**config.mk**
```make
export PLATFORM = sky130hd
export DESIGN_NAME = seq_detect_prog
export DESIGN_NICKNAME = d
export VERILOG_FILES = /design/src/rtl/seqdet_pkg.sv /design/src/rtl/seqdet_sat_cnt.sv /design/src/rtl/seq_detect_prog.sv
export SDC_FILE = /design/constraint.sdc
export NUM_CORES = 1
export LEC_CHECK = 0
export CAP_MARGIN = 5
export CELL_PAD_IN_SITES_DETAIL_PLACEMENT = 0
export CELL_PAD_IN_SITES_GLOBAL_PLACEMENT = 1
export CORE_ASPECT_RATIO = 1.1
export CORE_MARGIN = 4
export CORE_UTILIZATION = 45
export CTS_CLUSTER_SIZE = 20
export DETAILED_ROUTE_END_ITERATION = 6
export PLACE_DENSITY = 0.93
export SLEW_MARGIN = 15
export SYNTH_ARGS = -nofsm -noshare
export SYNTH_HDL_FRONTEND = slang
export SYNTH_SLANG_ARGS = --single-unit
```
**constraint.sdc**
```tcl
create_clock -name CLK -period 4.85 [get_ports CLK]
set_clock_uncertainty 0.15 [all_clocks]
set_input_delay 0.97 -clock CLK [delete_from_list [all_inputs] [get_ports CLK]]
set_output_delay 0.97 -clock CLK [all_outputs]
set_load 0.005 [all_outputs]
```
**src/rtl/seqdet_pkg.sv**
```systemverilog
// Shared types and helpers for the programmable serial sequence detector.
package seqdet_pkg;

    typedef enum logic [1:0] {
        IDLE = 2'd0,
        FILL = 2'd1,
        ARM  = 2'd2
    } state_t;

    localparam int unsigned CNT_W_DEF = 8;
    localparam logic [CNT_W_DEF-1:0] CNT_MAX = '1;

    function automatic int unsigned len_width(input int unsigned max_len);
        return $clog2(max_len + 1);
    endfunction

endpackage

```
**src/rtl/seqdet_sat_cnt.sv**
```systemverilog
// Saturating match counter; clear wins over increment.
module seqdet_sat_cnt
    import seqdet_pkg::*;
#(
    parameter int unsigned CNT_W = CNT_W_DEF
) (
    input  logic             CLK,
    input  logic             RST,
    input  logic             inc,
    input  logic             clr,
    output logic [CNT_W-1:0] count
);

    always_ff @(posedge CLK or negedge RST) begin
        if (!RST) begin
            count <= '0;
        end else if (clr) begin
            count <= '0;
        end else if (inc && (count != '1)) begin
            count <= count + CNT_W'(1);
        end
    end

endmodule

```
**src/rtl/seq_detect_prog.sv**
```systemverilog
// Programmable serial bit-sequence detector with run-time pattern, length
// and overlap mode; registered match pulse and saturating match count.
module seq_detect_prog
    import seqdet_pkg::*;
#(
    parameter  int unsigned MAX_LEN = 8,
    parameter  int unsigned CNT_W   = 8,
    localparam int unsigned LEN_W   = len_width(MAX_LEN)
) (
    input  logic               CLK,
    input  logic               RST,
    input  logic               EN,
    input  logic               I,
    input  logic               LOAD,
    input  logic [MAX_LEN-1:0] PATTERN,
    input  logic [LEN_W-1:0]   LEN,
    input  logic               OVERLAP,
    input  logic               CLR_CNT,
    output logic               Z,
    output logic [CNT_W-1:0]   MATCH_CNT,
    output logic               CFG_ERR,
    output logic               ARMED
);

    localparam logic [LEN_W-1:0] MAX_LEN_L = LEN_W'(MAX_LEN);
    localparam logic [LEN_W-1:0] ONE_L     = LEN_W'(1);

    state_t             state;
    logic [MAX_LEN-1:0] pat;
    logic [LEN_W-1:0]   len;
    logic               ovl;
    logic [MAX_LEN-2:0] hist;
    logic [LEN_W-1:0]   fill;
    logic [LEN_W-1:0]   fill_nxt;

    logic [MAX_LEN-1:0] window;
    logic [MAX_LEN-1:0] mask;
    logic               len_ok;
    logic               sample;
    logic               hit;
    logic               match_ev;

    // The incoming bit joins the history so a match fires on the edge that samples it.
    always_comb begin
        window   = {hist, I};
        mask     = '0;
        for (int unsigned k = 0; k < MAX_LEN; k++) begin
            mask[k] = (k < 32'(len));
        end
        hit      = (((window ^ pat) & mask) == '0);
        len_ok   = (LEN != '0) && (LEN <= MAX_LEN_L);
        sample   = EN && !LOAD && ((state == FILL) || (state == ARM));
        match_ev = sample && (state == ARM) && hit;
        fill_nxt = fill + ONE_L;
    end

    always_ff @(posedge CLK or negedge RST) begin
        if (!RST) begin
            state   <= IDLE;
            pat     <= '0;
            len     <= '0;
            ovl     <= 1'b0;
            hist    <= '0;
            fill    <= '0;
            Z       <= 1'b0;
            CFG_ERR <= 1'b0;
        end else if (LOAD) begin
            pat     <= PATTERN;
            len     <= LEN;
            ovl     <= OVERLAP;
            hist    <= '0;
            fill    <= '0;
            Z       <= 1'b0;
            CFG_ERR <= !len_ok;
            if (!len_ok) begin
                state <= IDLE;
            end else if (LEN == ONE_L) begin
                state <= ARM;
            end else begin
                state <= FILL;
            end
        end else begin
            Z <= match_ev;
            if (sample) begin
                hist <= window[MAX_LEN-2:0];
                if (state == FILL) begin
                    fill <= fill_nxt;
                    if (fill_nxt == (len - ONE_L)) begin
                        state <= ARM;
                    end
                end else if (hit && !ovl) begin
                    // Non-overlap restart discards the history that produced the match.
                    hist <= '0;
                    fill <= '0;
                    if (len != ONE_L) begin
                        state <= FILL;
                    end
                end
            end
        end
    end

    assign ARMED = (state == ARM);

    seqdet_sat_cnt #(
        .CNT_W (CNT_W)
    ) u_cnt (
        .CLK   (CLK),
        .RST   (RST),
        .inc   (match_ev),
        .clr   (CLR_CNT),
        .count (MATCH_CNT)
    );

endmodule

```
==> results.yml, run 1 <==
worst_setup_path:
  cp-end-kind: "flip-flop"
  cp-start-kind: "input pin"
  cp.arrival_ps: 3440
  worstPathRequired_ps: 4880
  path_class: "input pin to flip-flop"
  crit_fanout: 22
clock_network:
  cts_buffers: 5
  cts_hold_buf: 0
  htreeDepth: 2
  clockBufferDepth: 2
  cts_resized: 0
  clkLatencyLatePin_ps: 290
  path_clk_slew_ps: 80
  clock_sinks: 36
  root_buffer: "clkbuf_8"
  cts_setup_buffers: 0
  cts_tree: "done"
global_route:
  antenna_found_initial: 0
  grt_pass1_wl_um: 6970
  grt_pass1_vias: 1481
  grt_max_degree: 37
  use_met2: 0.249
  overflow: 0
  grtUsageMet1: 0.209
  grt_util_met3: 0.0375
  top_usage_layer: "met2"
  grt_usage: 0.158
synthesis:
  synth_cells: 192
  synthArstFlopShare: 1.00
  yosysWarnings: 0
  synth_ff_type: "dfrtp_1"
  syn-num-nets: 218
  ys_seq_elements: 36
  syn_area_um2: 1970
  ys_seq_area_frac: 0.457
  synth_cell_types: 41
  synth_edf_count: 0
  synth_area_per_cell_um2: 10.3
die:
  dieHeight_um: 77.4
  rows: 24
  core-area_um2: 4080
  start_util: 0.482
  dieArea_um2: 5500
  boundaryPins: 30
  die_w_um: 71.1
placement:
  dp.cells: 267
  io_buffer_count: 29
  dpl_worst_slack_ps: 1190
  place.gp.congestion: 0.768
  hpwl_um: 2770
cells_and_area:
  nNetsFinal: 248
  syn2layout_area_growth_pct: 22.2
  drive_gt1_frac: 0.0987
  fill_cells: 383
  final_cell_mix: "dfrtp_1, clkdlybuf4s50_1, nand2_1, mux2_2, o21ai_0"
  layout_commonest_cell: "dfrtp_1"
  diodes: 0
  instances_no_fill: 275
detailed_routing:
  wl_per_cell_um: 13.9
  vias_per_cell: 5.47
  drc: 0
  initialDrtViolationCount: 54
  vias: 1505
  ant_nets: 0
  drt-total-wl_um: 3830
  firstDrtPassIters: 4
sta:
  max_slew_margin: 0.384
  rsz0062_at_grt: "no"
  final-setup-viol-count: 0
  hold_violations: 0
  period_share: 0.703
  setup_ws_ps: 1440
  fmaxAchievable_ghz: 0.293
  setup-tns-final_ps: 0
  timing.final.crit_period_ps: 3410
  slew_violations: 0
  tightest_slew_ps: 923
run_status:
  outcome: "finished, final reports clean"
pwr:
  ir_drop_uv: 209
  powerDensity_nw_per_um2: 303
  p_leak_nw: 1.02
  power.total_mw: 0.729
min_path:
  min_path_type: "flip-flop to flip-flop"
flow_run:
  maxCapViolCount: 0
[critical path: stages]
cell             delay (ps)
clkdlybuf4s50_1         390
buf_4                   210
nor3b_1                 510
o2111ai_1               560
nor4_1                  420
mux2_2                  370
[sequential cells by signal (all words and copies together), names as in the netlist]
signal	cells
ovl	1
CFG_ERR	1
state	2
fill	4
len	4
Z	1
u_cnt.count	8
hist	7
pat	8
[path summary, 6_finish.rpt]
| path | depth (start not counted) | from | slack, ps | end |
|---|---|---|---|---|
| worst max-delay path | 6 | LOAD | 1440 | u_cnt.count[5] |
| worst min-delay path | 1 | hist[6] | 380 | hist[6] |
| worst max register to register | 6 | state[0] | 2030 | u_cnt.count[5] |
| worst min register to register | 1 | hist[6] | 380 | hist[6] |
| max in group asynchronous | 2 | RST | 3300 | pat[1] |
| min in group asynchronous | 2 | RST | 940 | hist[1] |
[through the flow]
stage	hold WS (ps)	utilization	area [µm²]
final	379	0.589	2410
after global routing	402	0.589	2410
after CTS	384	0.589	2410
after detailed placement	360	0.563	2300
after global placement	362	0.563	2300
after floorplan	335	-	1970
[where the power goes]
group          switching (mW)  total, mW  leakage, nW  internal (mW)
clock                   0.108      0.261       0.0552          0.153
combinational          0.0707      0.132        0.492         0.0616
sequential             0.0182      0.336        0.469          0.318
[synthesized netlist by cell type, drive strengths merged, types with 2 or more instances]
library cell,instances,share of area
nand2,15,0.029
buf,7,0.018
inv,10,0.019
a22o,7,0.031
or3,3,0.0095
nor3,5,0.013
nor2,8,0.015
o31ai,4,0.015
xnor2,7,0.031
nand3,6,0.015
nor2b,4,0.013
a21oi,10,0.025
a311o,2,0.010
o21ai,11,0.028
ha,7,0.044
nand4,3,0.013
nor4,2,0.0064
mux2,12,0.069
xor2,10,0.044
or4,4,0.015
dfrtp,36,0.46
o2111ai,2,0.0089
a21o,2,0.0076
[final cells by class]
class / instances / area, µm² / share of cell area
clock buffer: 6 / 72.6 / 0.0301
clock inverter: 2 / 35.0 / 0.0146
inverter: 10 / 37.5 / 0.0156
multi-input combinational: 138 / 991 / 0.412
sequential: 36 / 901 / 0.374
tap: 52 / 65.1 / 0.0270
timing repair buffer: 31 / 305 / 0.127
[routing by layer]
layer	wire [µm]	vias up	part of all wire
li1	-	767	-
met3	169	5	0.044
met1	1790	702	0.47
met2	1800	31	0.47
met4	69	0	0.018
met5	0	-	0
[cells by family after synthesis]
group	share of synthesized area
mux	0.0686
simple gates	0.151
compound gates	0.163
xor+xnor	0.0756
fa+ha+maj	0.0445
buf+inv	0.0394
flops	0.457
No activity file was read; power rests on OpenSTA's default activity.
==> run 2: changes to the inputs <==
--- a/config.mk
+++ b/config.mk
@@ -10,10 +10,10 @@
 export CELL_PAD_IN_SITES_GLOBAL_PLACEMENT = 1
 export CORE_ASPECT_RATIO = 1.1
 export CORE_MARGIN = 4
-export CORE_UTILIZATION = 45
+export CORE_UTILIZATION = 42
 export CTS_CLUSTER_SIZE = 20
 export DETAILED_ROUTE_END_ITERATION = 6
-export PLACE_DENSITY = 0.93
+export PLACE_DENSITY = 0.88
 export SLEW_MARGIN = 15
 export SYNTH_ARGS = -nofsm -noshare
 export SYNTH_HDL_FRONTEND = slang
==> constraint.sdc (replaced) <==
create_clock -name CLK -period 3.4 [get_ports CLK]
set_clock_uncertainty 0.15 [all_clocks]
set_input_delay 0.68 -clock CLK [delete_from_list [all_inputs] [get_ports CLK]]
set_output_delay 0.68 -clock CLK [all_outputs]
set_load 0.005 [all_outputs]
==> run 2 against run 1 <==
Net effect: cell count rose by 1.1%; clock-buffer cell count stayed put; flip-flop and latch count did not move; register-to-register slack worse by 1400 ps; setup slack lost 860 ps; core utilization is 4.4 points lower; sequential share of layout area hardly changed; critical path type is now flip-flop to flip-flop; critical endpoint is now fill[1].
==> results.yml, run 2 (same netlist as run 1, synthesis figures left out) <==
clock_network:
  cts_hold_buf: 0
  cts_buffers: 5
  clkLatencyLatePin_ps: 300
  clockBufferDepth: 2
  cts_setup_buffers: 0
  path_clk_slew_ps: 70
  cts_resized: 0
  htreeDepth: 2
  root_buffer: "clkbuf_8"
  clock_sinks: 36
  cts_tree: "done"
worst_setup_path:
  rr_endpoint: "fill[1]"
  worstPathRequired_ps: 3400
  cp-start-kind: "flip-flop"
  cp.arrival_ps: 2820
  crit_fanout: 18
  path_class: "flip-flop to flip-flop"
  regToRegSetupSlack_ps: 580
  cp-end-kind: "flip-flop"
  reg2reg_depth: 6
  cp-endpoint: "fill[1]"
  startpoint: "len[0]"
  regToRegStartpoint: "len[0]"
global_route:
  overflow: 0
  antenna_found_initial: 0
  grt_usage: 0.149
  grt_pass1_vias: 1412
  grt_max_degree: 37
  grt_pass1_wl_um: 6720
pwr:
  p_int_mw: 0.708
  powerDensity_nw_per_um2: 415
  p_comb_frac: 0.192
  seq_power_share: 0.479
  ir_drop_uv: 321
  swShare: 0.290
  power_switching_mw: 0.290
  p_leak_nw: 1.02
  p_clk_frac: 0.329
cells_and_area:
  reg_top3: "pat: 8 flops, u_cnt.count: 8 flops, hist: 7 flops"
  diodes: 0
  drive_gt1_frac: 0.107
  fill_cells: 412
  layout_commonest_cell: "dfrtp_1"
  nNetsFinal: 249
  syn2layout_area_growth_pct: 22.2
  instances_no_fill: 278
  final_cell_mix: "dfrtp_1, clkdlybuf4s50_1, nand2_1, mux2_2, o21ai_0"
placement:
  dp.cells: 270
  place.gp.congestion: 0.772
  io_buffer_count: 29
  dpl_worst_slack_ps: 433
  hpwl_um: 2780
die:
  boundaryPins: 30
  dieArea_um2: 5850
  start_util: 0.447
  die_w_um: 73.3
  rows: 25
  dieHeight_um: 79.8
  core-area_um2: 4410
sta:
  final-setup-viol-count: 0
  setup_ws_ps: 580
  max_slew_margin: 0.392
  fin_hold_ws_ps: 371
  setup-tns-final_ps: 0
  hold_violations: 0
  tightest_slew_ps: 911
  rsz0062_at_grt: "no"
  period_share: 0.829
  timing.final.crit_period_ps: 2820
  fmaxAchievable_ghz: 0.355
  slew_violations: 0
min_path:
  min_path_type: "flip-flop to flip-flop"
detailed_routing:
  drt-total-wl_um: 3920
  wl_per_cell_um: 14.1
  drc: 0
  firstDrtPassIters: 4
  initialDrtViolationCount: 112
  ant_nets: 0
  vias: 1534
  vias_per_cell: 5.52
flow_run:
  maxCapViolCount: 0
run_status:
  outcome: "finished, final reports clean"
run 2: changes by cell type in the layout (fill, tap and decap cells not counted):
cell / change
bufinv_16: -1
inv_6: +1
clkbuf_8: +1
clkbuf_1: -1
buf_4: +1
run 2: worst max-delay path, stage by stage, from the launching register on:
cell	delay (ps)
dfrtp_1	430
ha_1	230
or3_1	300
a222oi_1	340
nand4_2	400
o21ai_0	620
o21ai_0	190
run 2: how the worst min path moves through the flow:
stage / start / to / slack [ps] / depth (start not counted)
2_1_floorplan: RST / CFG_ERR / 230 / 0
3_3_place_gp: hist[6] / hist[6] / 360 / 1
3_5_place_dp: hist[6] / hist[6] / 350 / 1
4_1_cts: hist[6] / hist[6] / 380 / 1
5_1_grt: CFG_ERR / CFG_ERR / 400 / 2
6_report: hist[6] / hist[6] / 370 / 1
run 2: cell type report:
type,count,area (µm²),area share
clock buffers,6,82.6,0.0343
clock inverters,2,13.8,0.00572
inverters,10,37.5,0.0156
multi-input cells,138,991,0.412
flip-flops and latches,36,901,0.374
well taps,54,67.6,0.0281
repair buffers,32,313,0.130
run 2: per-layer routing:
layer / track usage / share of wire / routed length (µm)
met4: 0.0707 / 0.018 / 71
met5: 0 / 0 / 0
met1: 0.199 / 0.48 / 1870
met2: 0.217 / 0.46 / 1810
met3: 0.0453 / 0.042 / 163
run 2: through the flow:
step | util | total power, mW | instance area [µm²]
floorplan | - | 0.612 | 1970
global placement | 0.524 | 0.679 | 2310
detailed placement | 0.524 | 0.680 | 2310
CTS | 0.546 | 1.01 | 2410
global route | 0.546 | 1.06 | 2410
finish | 0.546 | 0.998 | 2410
run 2: power groups by stage:
| stage | Clock, mW | Sequential (mW) | Combinational (mW) |
|---|---|---|---|
| after CTS | 0.340 | 0.479 | 0.194 |
| after floorplan | 0 | 0.478 | 0.134 |
| after global routing | 0.358 | 0.483 | 0.218 |
| final | 0.329 | 0.479 | 0.191 |
| after detailed placement | 0 | 0.488 | 0.192 |
| after global placement | 0 | 0.487 | 0.192 |
==> run 3: changes to the inputs <==
--- a/config.mk
+++ b/config.mk
@@ -10,10 +10,10 @@
 export CELL_PAD_IN_SITES_GLOBAL_PLACEMENT = 1
 export CORE_ASPECT_RATIO = 1.1
 export CORE_MARGIN = 4
-export CORE_UTILIZATION = 42
+export CORE_UTILIZATION = 37
 export CTS_CLUSTER_SIZE = 20
 export DETAILED_ROUTE_END_ITERATION = 6
-export PLACE_DENSITY = 0.88
+export PLACE_DENSITY = 0.82
 export SLEW_MARGIN = 15
 export SYNTH_ARGS = -nofsm -noshare
 export SYNTH_HDL_FRONTEND = slang
==> constraint.sdc (replaced) <==
create_clock -name CLK -period 2.55 [get_ports CLK]
set_clock_uncertainty 0.15 [all_clocks]
set_input_delay 0.51 -clock CLK [delete_from_list [all_inputs] [get_ports CLK]]
set_output_delay 0.51 -clock CLK [all_outputs]
set_load 0.005 [all_outputs]
==> run 3 against run 2 <==
Net effect: die area increased by 12%; largest power group unchanged; combinational power increased by 59%; maximum frequency increased by 12%; wire length increased by 7.5%; hold slack improved by 1.8 ps; via count increased by 3.7%; clock power increased by 23%.
==> results.yml, run 3 (same netlist as run 1, synthesis figures left out) <==
run_status:
  outcome: "finished, final reports clean"
clock_network:
  htreeDepth: 2
  clock_sinks: 36
  cts_buffers: 5
  root_buffer: "clkbuf_8"
  clockBufferDepth: 2
  path_clk_slew_ps: 80
  cts_tree: "done"
  clkLatencyLatePin_ps: 290
pwr:
  powerDensity_nw_per_um2: 531
  power.total_mw: 1.34
  p_leak_nw: 1.08
  ir_drop_uv: 298
sta:
  slew_violations: 0
  fmaxAchievable_ghz: 0.398
  hold_violations: 0
  rsz0062_at_grt: "yes"
  timing.final.crit_period_ps: 2510
  setup-tns-final_ps: 0
  fin_hold_ws_ps: 373
  tightest_slew_ps: 488
  final-setup-viol-count: 0
  max_slew_margin: 0.673
  setup_ws_ps: 38.0
  period_share: 0.985
detailed_routing:
  vias: 1590
  vias_per_cell: 5.35
  wl_per_cell_um: 14.2
  initialDrtViolationCount: 30
  firstDrtPassIters: 4
  drc: 0
  drt-total-wl_um: 4220
  ant_nets: 0
worst_setup_path:
  startpoint: "len[1]"
  worst_path_max_delay_cell: "dfrtp_1"
  worstPathRequired_ps: 2590
  crit_buf_inv: 1
  regToRegSetupSlack_ps: 40
  cp-end-kind: "flip-flop"
  cp.arrival_ps: 2550
  rr_endpoint: "u_cnt.count[5]"
  regToRegStartpoint: "len[1]"
  cp-start-kind: "flip-flop"
  max_stage_delay_ps: 410
  crit_fanout: 15
  path_cells: "ha_2 -> or3_1 -> a222oi_1 -> nand4_2 -> buf_4 -> nor4_2 -> mux2_2"
  reg2reg_depth: 7
  path_class: "flip-flop to flip-flop"
  crit_family: "simple AND/OR/NAND/NOR gates"
die:
  core-area_um2: 5070
  dieHeight_um: 84.5
  boundaryPins: 30
  dieArea_um2: 6550
  rows: 27
  start_util: 0.389
  die_w_um: 77.6
cells_and_area:
  layout_commonest_cell: "dfrtp_1"
  syn2layout_area_growth_pct: 28.2
  instances_no_fill: 297
  utilization: 0.498
  diodes: 0
  reg_top3: "pat: 8 flops, u_cnt.count: 8 flops, hist: 7 flops"
  final_cell_mix: "dfrtp_1, clkdlybuf4s50_1, buf_4, nand2_1, mux2_2"
  drive_gt1_frac: 0.167
  fill_cells: 493
  design_area_um2: 2520
  nNetsFinal: 264
min_path:
  whs_path_depth: 1
  hold_end: "hist[6]"
  worst_hold_startpoint: "hist[6]"
  min_path_type: "flip-flop to flip-flop"
placement:
  dpl_cell_area_um2: 2430
  dp.cells: 289
  place.gp.congestion: 0.762
  dpl_worst_slack_ps: 25.1
  hpwl_um: 3070
  io_buffer_count: 29
flow_run:
  maxCapViolCount: 0
global_route:
  overflow: 0
  grt_pass1_vias: 1518
  grt_usage: 0.135
  antenna_found_initial: 0
  grt_pass1_wl_um: 7070
  grt_max_degree: 37
-- run 3: cell count changes in the layout (fill, tap and decap cells not counted), sizes merged --
cell	change
buf	+15
clkbuf	+1
inv	-1
-- run 3: worst max path at each step --
| stage | end | cells after the start | slack, ps |
|---|---|---|---|
| after detailed placement | u_cnt.count[5] | 7 | 30 |
| after global placement | u_cnt.count[5] | 7 | 50 |
| after global routing | u_cnt.count[5] | 7 | -40 |
| final | u_cnt.count[5] | 7 | 40 |
| after CTS | u_cnt.count[5] | 7 | 10 |
| after floorplan | u_cnt.count[5] | 8 | 130 |
-- run 3: area by class of cell --
cell class	instances	area [µm²]	area share
Clock inverter	1	8.76	0.00347
Tap cell	58	72.6	0.0287
Sequential cell	36	901	0.357
Multi-Input combinational cell	138	1000	0.397
Clock buffer	7	76.3	0.0302
Timing Repair Buffer	47	425	0.168
Inverter	10	37.5	0.0149
-- run 3: per-layer routing --
metal / part of all wire / vias up / routed length [µm] / global-route usage
met5: 0 / - / 0 / 0
met4: 0.015 / 0 / 63 / 0.0485
met3: 0.037 / 6 / 156 / 0.0333
met2: 0.47 / 34 / 1990 / 0.220
met1: 0.48 / 762 / 2000 / 0.172
li1: - / 788 / - / -
-- run 3: what timing repair did --
item                       4_1_cts  5_1_grt
gates resized for setup          0        3
hold endpoints to repair         0        0
setup endpoints to repair        0       12
buffers inserted                 0        0
hold buffers                     0        0
-- run 3: where the power goes --
group	leakage [nW]	switching [mW]	total, mW	internal, mW
Combinational	0.566	0.154	0.304	0.150
Sequential	0.469	0.0272	0.632	0.605
Clock	0.0424	0.210	0.405	0.195
